<file path="config.mk">
export PLATFORM = sky130hd
export DESIGN_NAME = instruction_cycle_control_flat
export DESIGN_NICKNAME = d
export VERILOG_FILES = /design/src/rtl/instruction_cycle_control_if.sv /design/src/rtl/instruction_cycle_control.sv /design/src/flat_wrapper.sv
export SDC_FILE = /design/constraint.sdc
export NUM_CORES = 1
export LEC_CHECK = 0
export ABC_CLOCK_PERIOD_IN_PS = 3700
export CORE_ASPECT_RATIO = 1.5
export CORE_MARGIN = 1
export CORE_UTILIZATION = 40
export DETAILED_ROUTE_END_ITERATION = 8
export GPL_TIMING_DRIVEN = 0
export PLACE_DENSITY_LB_ADDON = 0.05
export SYNTH_ARGS = -nofsm -noshare
export SYNTH_HDL_FRONTEND = slang
export SYNTH_SLANG_ARGS = --single-unit
</file>
<file path="constraint.sdc">
create_clock -name clock -period 3.7 [get_ports clock]
set_input_delay 0.74 -clock clock [delete_from_list [all_inputs] [get_ports clock]]
set_output_delay 0.74 -clock clock [all_outputs]
set_load 0.05 [all_outputs]
</file>
<file path="src/rtl/instruction_cycle_control_if.sv">
// instruction_cycle_control_if: bus between the instruction-cycle controller and its environment
//   timer_in        one-hot T-step from the sequence counter
//   ir_in           instruction register contents
//   start_in        level request to set the running flip-flop
//   fgi_in, fgo_in  input/output device flags
//   sc_clear_out    sequence counter clear (next T-step is T0)
//   phase_out       0 HALTED, 1 FETCH, 2 DECODE, 3 INDIRECT, 4 EXECUTE, 5 INTERRUPT
//   opcode_out      latched one-hot D0..D7
//   indirect_out    latched I bit
//   r_out, ien_out  interrupt-cycle and interrupt-enable flip-flops
//   running_out     S flip-flop
//   timer_error_out sticky timing error
interface instruction_cycle_control_if #(
    parameter int TIMER_WIDTH = 16
);
    logic [TIMER_WIDTH-1:0] timer_in;
    logic [15:0]            ir_in;
    logic                   start_in;
    logic                   fgi_in;
    logic                   fgo_in;
    logic                   sc_clear_out;
    logic [2:0]             phase_out;
    logic [7:0]             opcode_out;
    logic                   indirect_out;
    logic                   r_out;
    logic                   ien_out;
    logic                   running_out;
    logic                   timer_error_out;

    modport slave (
        input  timer_in, ir_in, start_in, fgi_in, fgo_in,
        output sc_clear_out, phase_out, opcode_out, indirect_out,
               r_out, ien_out, running_out, timer_error_out
    );

    modport master (
        output timer_in, ir_in, start_in, fgi_in, fgo_in,
        input  sc_clear_out, phase_out, opcode_out, indirect_out,
               r_out, ien_out, running_out, timer_error_out
    );
endinterface

</file>
<file path="src/rtl/instruction_cycle_control.sv">
// instruction_cycle_control: fetch/decode/indirect/execute/interrupt sequencing for the basic computer
//   clock    rising-edge clock shared with the sequence counter
//   reset_n  asynchronous active-low reset
//   bus      instruction_cycle_control_if.slave (timer/IR/start/flags in; clear, phase, opcode,
//            I, R, IEN, S and error out)
module instruction_cycle_control #(
    parameter int TIMER_WIDTH = 16,
    parameter int MAX_STEP    = 6
) (
    input logic                        clock,
    input logic                        reset_n,
    instruction_cycle_control_if.slave bus
);
    localparam int SW = $clog2(TIMER_WIDTH);

    localparam logic [2:0] HALTED    = 3'd0;
    localparam logic [2:0] FETCH     = 3'd1;
    localparam logic [2:0] DECODE    = 3'd2;
    localparam logic [2:0] INDIRECT  = 3'd3;
    localparam logic [2:0] EXECUTE   = 3'd4;
    localparam logic [2:0] INTERRUPT = 3'd5;

    logic          s, r, ien, indirect, err;
    logic [7:0]    opcode;
    logic [SW-1:0] step, last;
    logic          one_hot, step_ok, run, bad, int_cycle;
    logic          decode_edge, io_step, hlt, ion, iof, ack, r_set;
    logic          sc_clear;
    logic [2:0]    phase;
    logic          unused_ir;

    assign unused_ir = ^{bus.ir_in[11:8], bus.ir_in[5:1]};

    always_comb begin
        step = '0;
        for (int k = 0; k < TIMER_WIDTH; k++)
            if (bus.timer_in[k]) step = SW'(k);
    end

    assign one_hot   = (bus.timer_in != '0) && ((bus.timer_in & (bus.timer_in - TIMER_WIDTH'(1))) == '0);
    assign step_ok   = one_hot && (int'(step) <= MAX_STEP);
    assign run       = s && step_ok;
    assign bad       = s && !step_ok;
    // R only redirects T0..T2; from T3 on the instruction that was running when R rose still finishes
    assign int_cycle = r && (step <= 2);
    assign last      = (opcode[3] || opcode[4]) ? SW'(4) : opcode[6] ? SW'(6) : opcode[7] ? SW'(3) : SW'(5);

    assign decode_edge = run && !int_cycle && (step == 2);
    assign io_step     = run && !int_cycle && (step == 3) && opcode[7];
    assign hlt         = io_step && !indirect && bus.ir_in[0];
    assign ion         = io_step && indirect && bus.ir_in[7];
    assign iof         = io_step && indirect && bus.ir_in[6];
    assign ack         = run && int_cycle && (step == 2);
    // an edge that clears IEN or halts outranks a new interrupt request
    assign r_set       = run && !r && (step >= 3) && ien && (bus.fgi_in || bus.fgo_in) && !hlt && !iof;

    // an illegal T-step while running reports HALTED and clears the counter to resynchronise
    always_comb begin
        sc_clear = 1'b1;
        phase    = HALTED;
        if (run) begin
            if (int_cycle) begin
                phase    = INTERRUPT;
                sc_clear = (step == 2);
            end else if (step <= 2) begin
                phase    = (step == 2) ? DECODE : FETCH;
                sc_clear = 1'b0;
            end else begin
                phase    = (step == 3 && !opcode[7]) ? INDIRECT : EXECUTE;
                sc_clear = (step == last);
            end
        end
    end

    always_ff @(posedge clock or negedge reset_n) begin
        if (!reset_n) begin
            s        <= 1'b0;
            r        <= 1'b0;
            ien      <= 1'b0;
            indirect <= 1'b0;
            err      <= 1'b0;
            opcode   <= 8'h00;
        end else if (bad) begin
            err <= 1'b1;
            s   <= 1'b0;
            r   <= 1'b0;
        end else begin
            if (!s && bus.start_in && !err) s <= 1'b1;
            if (hlt) s <= 1'b0;
            if (ack) r <= 1'b0;
            else if (r_set) r <= 1'b1;
            if (iof || ack) ien <= 1'b0;
            else if (ion) ien <= 1'b1;
            if (decode_edge) begin
                opcode   <= 8'b1 << bus.ir_in[14:12];
                indirect <= bus.ir_in[15];
            end
        end
    end

    assign bus.sc_clear_out    = sc_clear;
    assign bus.phase_out       = phase;
    assign bus.opcode_out      = opcode;
    assign bus.indirect_out    = indirect;
    assign bus.r_out           = r;
    assign bus.ien_out         = ien;
    assign bus.running_out     = s;
    assign bus.timer_error_out = err;
endmodule

</file>
<file path="src/flat_wrapper.sv">
// flat-port wrapper written by rule: the top's interface ports become plain ports
module instruction_cycle_control_flat 
#(
    parameter int TIMER_WIDTH = 16,
    parameter int MAX_STEP    = 6
)
  (clock, reset_n, bus_timer_in, bus_ir_in, bus_start_in, bus_fgi_in, bus_fgo_in, bus_sc_clear_out, bus_phase_out, bus_opcode_out, bus_indirect_out, bus_r_out, bus_ien_out, bus_running_out, bus_timer_error_out);
  instruction_cycle_control_if #(.TIMER_WIDTH(TIMER_WIDTH)) bus_i ();
  input logic clock;
  input logic reset_n;
  input wire logic [$bits(bus_i.timer_in)-1:0] bus_timer_in;
  input wire logic [$bits(bus_i.ir_in)-1:0] bus_ir_in;
  input wire logic [$bits(bus_i.start_in)-1:0] bus_start_in;
  input wire logic [$bits(bus_i.fgi_in)-1:0] bus_fgi_in;
  input wire logic [$bits(bus_i.fgo_in)-1:0] bus_fgo_in;
  output wire logic [$bits(bus_i.sc_clear_out)-1:0] bus_sc_clear_out;
  output wire logic [$bits(bus_i.phase_out)-1:0] bus_phase_out;
  output wire logic [$bits(bus_i.opcode_out)-1:0] bus_opcode_out;
  output wire logic [$bits(bus_i.indirect_out)-1:0] bus_indirect_out;
  output wire logic [$bits(bus_i.r_out)-1:0] bus_r_out;
  output wire logic [$bits(bus_i.ien_out)-1:0] bus_ien_out;
  output wire logic [$bits(bus_i.running_out)-1:0] bus_running_out;
  output wire logic [$bits(bus_i.timer_error_out)-1:0] bus_timer_error_out;
  assign bus_i.timer_in = bus_timer_in;
  assign bus_i.ir_in = bus_ir_in;
  assign bus_i.start_in = bus_start_in;
  assign bus_i.fgi_in = bus_fgi_in;
  assign bus_i.fgo_in = bus_fgo_in;
  assign bus_sc_clear_out = bus_i.sc_clear_out;
  assign bus_phase_out = bus_i.phase_out;
  assign bus_opcode_out = bus_i.opcode_out;
  assign bus_indirect_out = bus_i.indirect_out;
  assign bus_r_out = bus_i.r_out;
  assign bus_ien_out = bus_i.ien_out;
  assign bus_running_out = bus_i.running_out;
  assign bus_timer_error_out = bus_i.timer_error_out;
  instruction_cycle_control #(.TIMER_WIDTH(TIMER_WIDTH), .MAX_STEP(MAX_STEP)) u_core (.clock(clock), .reset_n(reset_n), .bus(bus_i));
endmodule
</file>
==> flow_summary_export.csv, run 1 <==
group,metric,value,unit
sta,skew,0.003082,ns
drt,vias,1236,
critical_path,crit_required,2.96,ns
sta,relSlewSlack,59.64,%
drt,drtAntennaViolNets,0,
synth,ys_seq_elements,13,
floorplanning,die_w,44.77,um
clock_network,h-tree-depth,1,
synth,yosysMostFrequentCell,"nand2_1",
drt,route.detailed.drc,0,
global_route,overflow,0,
clock_network,cts-root-buf,"clkbuf_4",
power,ir_drop,0.2009,mV
drt,wl_per_cell,14.10,um
floorplanning,core-area,2532,um2
synth,syn_nets,167,
floorplanning,die-height,66.15,um
place,port_buffers,42,
final_layout,final-seq-area,325.3,um2
final_layout,drive_gt1_share,23.24,%
final_layout,final_util,67.34,%
critical_path,cp_max_fo,3,
synth,synth_commonest_cells,"nand2_1 (14), dfrtp_1 (13), nor2_1 (13)",
critical_path,path_class,"in -> out",
critical_path,cp-start-kind,"input pin",
global_route,antenna_found_initial,0,
synth,synth_ff_type,"dfrtp_1",
global_route,grt_pass1_vias,1254,
synth,syn_inst,130,
sta,finalHoldViolCount,0,
clock_network,clkLatencyLatePin,0.27,ns
synth,synth_top_area_share,29.65,%
floorplanning,initial_utilization,43.33,%
final_layout,nNetsFinal,223,
global_route,grt_pass1_wl,4954,um
synth,yosys.area.top_type,"dfrtp_1",
synth,synth_edf_count,0,
final_layout,num_antenna_cells,0,
synth,syn_area,1097,um2
outcome,status,"completed",
critical_path,critPathCaptureType,"output pin",
place,gp_congestion,0.8114,
clock_network,cts_tree,"built",
sta,worst_pin_slew,0.6035,ns
floorplanning,ios,54,
power,leakage,0.7116,nW
clock_network,clkTransAtPathRegs,0.08,ns
synth,synth_warnings,0,
hold_path,hp-class,"reg -> reg",
floorplanning,row_count,22,
final_layout,syn_to_final_growth,55.42,%
sta,fin_crit,3.601,ns
synth,synthTopCellsByArea,"dfrtp_1 (30%), nand2_1 (4.8%), nor2_1 (4.4%)",
job,cap_violations,0,
final_layout,multi_input_area,789.5,um2
clock_network,cts_max_path_buffers,2,
sta,fin_ws,0.09904,ns
critical_path,arrival,2.86,ns
drt,drt_iter0_markers,21,
sta,final-setup-viol-count,0,
synth,synth.avg_cell_area,8.441,um2
place,dp_hpwl,2334,um
sta,period_share,97.32,%
drt,first_pass_iters,4,
clock_network,clock_sinks,13,
synth,synth.distinct_cells,48,
power,power_density,182.8,nW/um2
synth,ys_async_sr_fraction,100.0,%
synth,ys_seq_area_share,29.65,%
drt,post_drt_via_cell_ratio,5.593,
critical_path,r2r_setup_slack,2.17,ns
global_route,grt_usage,22.42,%
drt,wirelength,3115,um
global_route,grt_max_degree,14,
floorplanning,design.die.area,2961,um2
sta,fmaxAchievable,277.7,MHz
final_layout,fillers,242,
sta,slew_viol_final,0,
place,place_ws,-0.9002,ns
clock_network,numCtsBuffers,3,
==> flip-flops by register name, summed over array words and instances (netlist names) <==
signal,count
u_core.bus.opcode_out,8
u_core.bus.ien_out,1
u_core.bus.indirect_out,1
u_core.bus.r_out,1
u_core.bus.running_out,1
u_core.bus.timer_error_out,1
==> placed cells by master (no fill, tap or decap), types with 3 or more instances in the layout <==
cell	count
a21o_1	4
a21oi_1	6
buf_4	11
buf_6	3
clkbuf_1	3
clkbuf_4	4
clkdlybuf4s50_1	22
dfrtp_1	13
dlygate4sd2_1	11
inv_1	5
nand2_1	14
nand3_1	4
nand3b_1	4
nor2_1	13
nor3_1	3
o21ai_0	6
o21ai_1	6
or3_1	3
or4_4	3
==> through the flow <==
stage               std cells  hold WS [ns]   TNS [ns]  total power [W]  cell area [um2]
finish                    221        0.4915          0        0.0003117             1705
global route              221        0.5028  -0.001085        0.0003279             1705
CTS                       218        0.4926          0        0.0003138             1665
detailed placement        208        0.4693     -3.368        0.0002223             1563
global placement          208        0.4677     -3.150        0.0002201             1563
floorplan                 130        0.4444          0        0.0001769             1097
==> per-layer routing <==
layer  routed length (um)  GRT usage (%)
met1                 1136          20.58
met2                 1755          44.67
met3                  181          3.005
met4                   42          11.36
met5                    0              0
==> area by class of cell <==
class	count	area share, %
Timing Repair Buffer	52	27.37
Buffer	5	1.981
Inverter	5	1.101
Clock buffer	4	1.541
Tap cell	36	2.641
Multi-Input combinational cell	106	46.29
Sequential cell	13	19.08
==> final timing paths <==
check | from | end | depth (start not counted)
hold / removal | u_core.bus.opcode_out[1] | u_core.bus.opcode_out[1] | 1
hold reg to reg | u_core.bus.opcode_out[1] | u_core.bus.opcode_out[1] | 1
min in group asynchronous | reset_n | u_core.bus.opcode_out[0] | 1
setup / recovery | bus_timer_in[8] | bus_sc_clear_out | 10
max in group asynchronous | reset_n | u_core.bus.opcode_out[1] | 1
setup reg to reg | u_core.bus.opcode_out[7] | u_core.bus.running_out | 4
==> where the power goes <==
group	switching (W)	internal, W
registers	0.000000968	0.000142
clock network	0.0000457	0.0000418
logic	0.0000438	0.0000370
==> cells by family (layout without fill, tap and decap cells) <==
group                    after synthesis  in the layout  share of synthesized area [%]
multiplexers                           1              1                          1.368
adder cells (fa/ha/maj)                1              1                         0.9122
buffers and inverters                 11             66                          5.473
AO/OA/AOI/OAI                         43             43                          28.96
flip-flops                            13             13                          29.65
AND/OR/NAND/NOR                       61             61                          33.64
==> timing repair <==
item / 4_1_cts / 5_1_grt
setup endpoints to repair: 4 / 4
resized for setup: 49 / 10
pin swaps: 8 / 7
setup buffers: 7 / 3
hold buffers: 0 / 0
==> worst max-delay path: stages <==
cell and delay [ns]:
dlygate4sd2_1 0.26, or4_4 0.56, nor2_4 0.11, buf_6 0.11, nand4_4 0.09, a311oi_4 0.31
buf_4 0.16, nand2_1 0.06, a311o_1 0.30, buf_6 0.16
No activity file was read; power rests on OpenSTA's default activity.
==> run 2, diff against run 1 <==
--- a/config.mk
+++ b/config.mk
@@ -6,9 +6,11 @@
 export NUM_CORES = 1
 export LEC_CHECK = 0
 export ABC_CLOCK_PERIOD_IN_PS = 3700
+export CELL_PAD_IN_SITES_DETAIL_PLACEMENT = 1
+export CELL_PAD_IN_SITES_GLOBAL_PLACEMENT = 1
 export CORE_ASPECT_RATIO = 1.5
 export CORE_MARGIN = 1
-export CORE_UTILIZATION = 40
+export CORE_UTILIZATION = 28
 export DETAILED_ROUTE_END_ITERATION = 8
 export GPL_TIMING_DRIVEN = 0
 export PLACE_DENSITY_LB_ADDON = 0.05
==> flow_summary_export.csv, run 2 (synthesis results as in run 1) <==
group,metric,value,unit
place,dp_hpwl,2821,um
floorplanning,die_w,53.12,um
sta,period_share,97.74,%
global_route,grt_pass1_wl,5913,um
power,ir_drop,0.1814,mV
critical_path,ff2ff_path_depth,4,
critical_path,cp-start-kind,"input pin",
floorplanning,die-height,78.67,um
drt,drtAntennaViolNets,0,
floorplanning,ios,54,
critical_path,crit_required,2.96,ns
place,placed_area,1572,um2
place,post-place-cells,215,
clock_network,clock_sinks,13,
global_route,antenna_found_initial,0,
critical_path,r2r_end,"u_core.bus.running_out",
hold_path,hp-class,"reg -> reg",
sta,worst_pin_slew,0.6101,ns
sta,slew_viol_final,0,
job,cap_violations,0,
sta,final-setup-viol-count,0,
final_layout,stdcell_count,226,
drt,route.detailed.drc,0,
global_route,grt_max_degree,14,
drt,drt_iter0_markers,14,
critical_path,cp_top_family,"simple AND/OR/NAND/NOR gates",
global_route,grtUsageMet1,18.25,%
final_layout,mostFrequentLayoutCell,"clkdlybuf4s50_1",
clock_network,cts-root-buf,"clkbuf_8",
drt,wl_per_cell,16.19,um
final_layout,nNetsFinal,221,
critical_path,arrival,2.88,ns
global_route,use_met2,37.34,%
clock_network,h-tree-depth,1,
place,gp_congestion,0.7746,
floorplanning,core-area,3716,um2
global_route,overflow,0,
hold_path,min_delay_path_depth,2,
sta,hold_ws,0.4876,ns
drt,vias,1224,
outcome,status,"completed",
sta,finalHoldViolCount,0,
sta,relSlewSlack,59.20,%
drt,post_drt_via_cell_ratio,5.416,
final_layout,mostFrequentLayoutCells,"clkdlybuf4s50_1 (23), nand2_1 (13), dfrtp_1 (13), nor2_1 (12), dlygate4sd2_1 (10)",
global_route,grt_usage,18.91,%
clock_network,ctsHoldBuffers,0,
final_layout,largest_register_ffs,8,
clock_network,cts_max_path_buffers,2,
final_layout,fin_area,1755,um2
critical_path,cp_max_fo,3,
sta,skew,0.007542,ns
critical_path,critPathMaxStageDelay,0.57,ns
clock_network,clkLatencyLatePin,0.25,ns
hold_path,hold_end,"u_core.bus.opcode_out[5]",
critical_path,cp.buffers_inverters,3,
sta,fmaxAchievable,276.5,MHz
final_layout,drive_gt1_share,24.59,%
global_route,grt-busiest-layer,"met2",
clock_network,cts_tree,"built",
final_layout,syn_to_final_growth,59.98,%
drt,wirelength,3660,um
power,power_density,202.2,nW/um2
critical_path,critPathCaptureType,"output pin",
sta,fin_crit,3.617,ns
global_route,grt_pass1_vias,1289,
clock_network,clkTransAtPathRegs,0.05,ns
final_layout,num_antenna_cells,0,
critical_path,r2r_setup_slack,2.22,ns
floorplanning,row_count,27,
power,leakage,0.7309,nW
clock_network,numCtsBuffers,3,
critical_path,path_class,"in -> out",
final_layout,final-seq-area,325.3,um2
critical_path,cpMostUsedCell,"buf_6",
sta,grt_setup_unrepaired,"no",
final_layout,multi_input_area,800.8,um2
critical_path,crit-reg2reg-launch,"u_core.bus.opcode_out[7]",
floorplanning,initial_utilization,29.53,%
place,port_buffers,42,
critical_path,crit_slowest_cell,"or4_4",
floorplanning,design.die.area,4179,um2
critical_path,crit_chain,"dlygate4sd2_1 -> or4_4 -> nor2_4 -> buf_6 -> nand4_4 -> a311oi_4 -> nand2_1 -> a311o_1 -> buf_6",
final_layout,final_util,47.24,%
hold_path,hold_path.startpoint,"u_core.bus.opcode_out[5]",
drt,first_pass_iters,2,
global_route,met3_usage,1.744,%
final_layout,fillers,480,
## run 2: changes by cell type in the layout (fill, tap and decap cells not counted), moves of 2 or more
cell / change
clkbuf_4: -3
nor4_2: +2
dlymetal6s2s_1: +3
clkdlybuf4s15_1: -2
buf_4: -2
buf_2: -2
buf_6: +2
clkbuf_8: +3
## run 2: worst register-to-register path, stage by stage, from the launching register on
cell and delay (ns):
dfrtp_1 0.34, clkbuf_1 0.33, nor2b_1 0.31, nand4b_1 0.14, a31o_2 0.26
## run 2: per-stage QoR
stage                power, W  TNS [ns]  setup slack, ns
floorplan           0.0001769         0          0.05218
global route        0.0003734         0         0.004553
CTS                 0.0003588  -0.02854         -0.02854
detailed placement  0.0002252    -3.923           -1.038
finish              0.0003550         0          0.08346
global placement    0.0002224    -3.420          -0.9068
## run 2: final cells by class
type / count / area share, %
Sequential cell: 13 / 18.53
Timing Repair Buffer: 50 / 27.23
Buffer: 5 / 1.924
Inverter: 5 / 1.069
Multi-Input combinational cell: 106 / 45.62
Clock buffer: 4 / 2.566
Tap cell: 43 / 3.065
## run 2: report_power, final
group,switching (W),leakage [nW],internal [W]
sequential,0.00000104,0.174,0.000143
clock,0.0000510,0.0228,0.0000760
combinational,0.0000454,0.534,0.0000385
## run 2: worst max path at each step
stage	endpoint	slack [ns]	depth (start not counted)	from
after floorplan	bus_phase_out[0]	0.05	6	bus_timer_in[12]
after global placement	bus_sc_clear_out	-0.91	9	bus_timer_in[4]
after detailed placement	bus_sc_clear_out	-1.04	9	bus_timer_in[4]
after CTS	bus_sc_clear_out	-0.03	8	bus_timer_in[0]
after global routing	bus_sc_clear_out	0.005	9	bus_timer_in[12]
final	bus_sc_clear_out	0.08	9	bus_timer_in[12]
## run 2: what timing repair did
action / CTS / global route
buffers inserted: 6 / 2
resized for setup: 47 / 15
setup endpoints to repair: 4 / 4
pin swaps: 8 / 9
## run 2: metal layers
metal	routed length (um)	vias to the layer above	part of all wire, %
met1	1353	589	37
li1	-	597	-
met3	138	8	3.8
met2	2076	30	57
met4	91	0	2.5
met5	0	-	0
==> run 3, diff against run 2 <==
--- a/config.mk
+++ b/config.mk
@@ -13,7 +13,8 @@
 export CORE_UTILIZATION = 28
 export DETAILED_ROUTE_END_ITERATION = 8
 export GPL_TIMING_DRIVEN = 0
-export PLACE_DENSITY_LB_ADDON = 0.05
+export HOLD_SLACK_MARGIN = 0.03
+export PLACE_DENSITY = 0.88
 export SYNTH_ARGS = -nofsm -noshare
 export SYNTH_HDL_FRONTEND = slang
 export SYNTH_SLANG_ARGS = --single-unit
==> flow_summary_export.csv, run 3 (synthesis results as in run 1) <==
group,metric,value,unit
critical_path,startpoint,"bus_timer_in[2]",
floorplanning,core-area,3716,um2
outcome,status,"completed",
place,dp_hpwl,2722,um
clock_network,ctsHoldBuffers,0,
floorplanning,ios,54,
final_layout,mostFrequentLayoutCells,"clkdlybuf4s50_1 (24), nand2_1 (14), dlygate4sd2_1 (13), dfrtp_1 (13), nor2_1 (12)",
sta,worst_pin_slew,0.6240,ns
critical_path,cp_max_fo,4,
final_layout,mostFrequentLayoutCell,"clkdlybuf4s50_1",
global_route,grt_max_degree,14,
critical_path,critPathMaxStageDelay,0.48,ns
sta,skew,0.001175,ns
drt,first_pass_iters,4,
drt,post_drt_via_cell_ratio,5.627,
drt,vias,1283,
critical_path,path_class,"in -> out",
critical_path,crit_chain,"clkdlybuf4s50_1 -> or4_4 -> a21oi_2 -> a21oi_2 -> a311oi_4 -> nand2_1 -> a311o_1 -> buf_6",
place,gp_congestion,0.7795,
clock_network,h-tree-depth,1,
sta,finalHoldViolCount,0,
floorplanning,initial_utilization,29.53,%
critical_path,crit-reg2reg-launch,"u_core.bus.r_out",
hold_path,hp-class,"reg -> reg",
sta,grt_setup_unrepaired,"yes",
power,power_density,203.9,nW/um2
place,placed_area,1572,um2
place,port_buffers,42,
global_route,grt_usage,19.87,%
final_layout,drive_gt1_share,23.24,%
final_layout,multi_input_area,777.0,um2
drt,wl_per_cell,17.21,um
sta,relSlewSlack,58.27,%
power,leakage,0.7047,nW
drt,wirelength,3923,um
final_layout,nNetsFinal,223,
clock_network,clock_sinks,13,
job,cap_violations,0,
place,place_ws,-1.012,ns
drt,drtAntennaViolNets,0,
global_route,grt_pass1_vias,1387,
clock_network,cts_tree,"built",
drt,route.detailed.drc,0,
final_layout,fin_area,1737,um2
global_route,antenna_found_initial,0,
drt,drt_iter0_markers,24,
clock_network,numCtsBuffers,3,
critical_path,crit_slowest_cell,"or4_4",
clock_network,cts-root-buf,"clkbuf_8",
sta,fin_ws,0.01534,ns
floorplanning,design.die.area,4179,um2
clock_network,clkTransAtPathRegs,0.05,ns
sta,fmaxAchievable,271.4,MHz
clock_network,clkLatencyLatePin,0.25,ns
final_layout,syn_to_final_growth,58.27,%
floorplanning,die-height,78.67,um
sta,period_share,99.59,%
final_layout,final-seq-area,325.3,um2
final_layout,num_antenna_cells,0,
critical_path,critPathCaptureType,"output pin",
power,ir_drop,0.1845,mV
critical_path,cp-start-kind,"input pin",
clock_network,cts_max_path_buffers,2,
global_route,overflow,0,
final_layout,fillers,450,
sta,timing.setup.tns,0,ns
global_route,grt_pass1_wl,6216,um
floorplanning,row_count,27,
sta,fin_crit,3.685,ns
critical_path,arrival,2.94,ns
sta,slew_viol_final,0,
floorplanning,die_w,53.12,um
sta,final-setup-viol-count,0,
final_layout,largest_register_ffs,8,
hold_path,hold_path.startpoint,"u_core.bus.opcode_out[5]",
critical_path,cpMostUsedCell,"a21oi_2",
critical_path,crit_required,2.96,ns
==> run 3: metrics by stage <==
stage | total power [W] | util, % | hold WS, ns | std cells
floorplan | 0.0001769 | - | 0.4444 | 130
global placement | 0.0002197 | 42.29 | 0.4684 | 215
detailed placement | 0.0002222 | 42.29 | 0.4813 | 215
CTS | 0.0003542 | 45.96 | 0.4964 | 226
global route | 0.0003676 | 46.73 | 0.5202 | 228
finish | 0.0003541 | 46.73 | 0.4895 | 228
==> run 3: final timing paths <==
path / cells past startpoint / end / slack (ns)
worst max-delay path: 8 / bus_sc_clear_out / 0.02
worst min-delay path: 2 / u_core.bus.opcode_out[5] / 0.49
worst max register to register: 5 / u_core.bus.opcode_out[0] / 2.14
worst min register to register: 2 / u_core.bus.opcode_out[5] / 0.49
max in group asynchronous: 1 / u_core.bus.opcode_out[3] / 2.41
min in group asynchronous: 1 / u_core.bus.indirect_out / 0.88
==> run 3: power by group <==
part           switching (W)  internal (W)  total (W)
clock network      0.0000523     0.0000762   0.000129
registers         0.00000116      0.000143   0.000144
logic              0.0000442     0.0000373  0.0000815
==> run 3: layout make-up <==
type,count,share of cell area [%]
multi-input combinational,106,44.74
timing repair buffer,51,27.16
sequential,13,18.73
tap,43,3.098
clock buffer,4,2.594
buffer,6,2.594
inverter,5,1.081
==> run 3: metal layers <==
layer | up-vias | GRT usage [%] | routed length, um
li1 | 603 | - | -
met1 | 608 | 20.36 | 1477
met2 | 57 | 36.58 | 2057
met3 | 15 | 2.132 | 238
met4 | 0 | 11.58 | 149
met5 | - | 0 | 0
==> run 3: critical path: cells and delay by family <==
family / cells / cell delay (ns)
AOI/OAI and AO/OA: 4 / 0.96
buffers and inverters: 2 / 0.61
and+or+nand+nor: 2 / 0.63
==> run 3: timing repair <==
| item | CTS | global route |
|---|---|---|
| endpoints found under the setup margin | 4 | 4 |
| gates resized for setup | 48 | 5 |
| pin swaps | 10 | 3 |
| setup buffers | 7 | 2 |
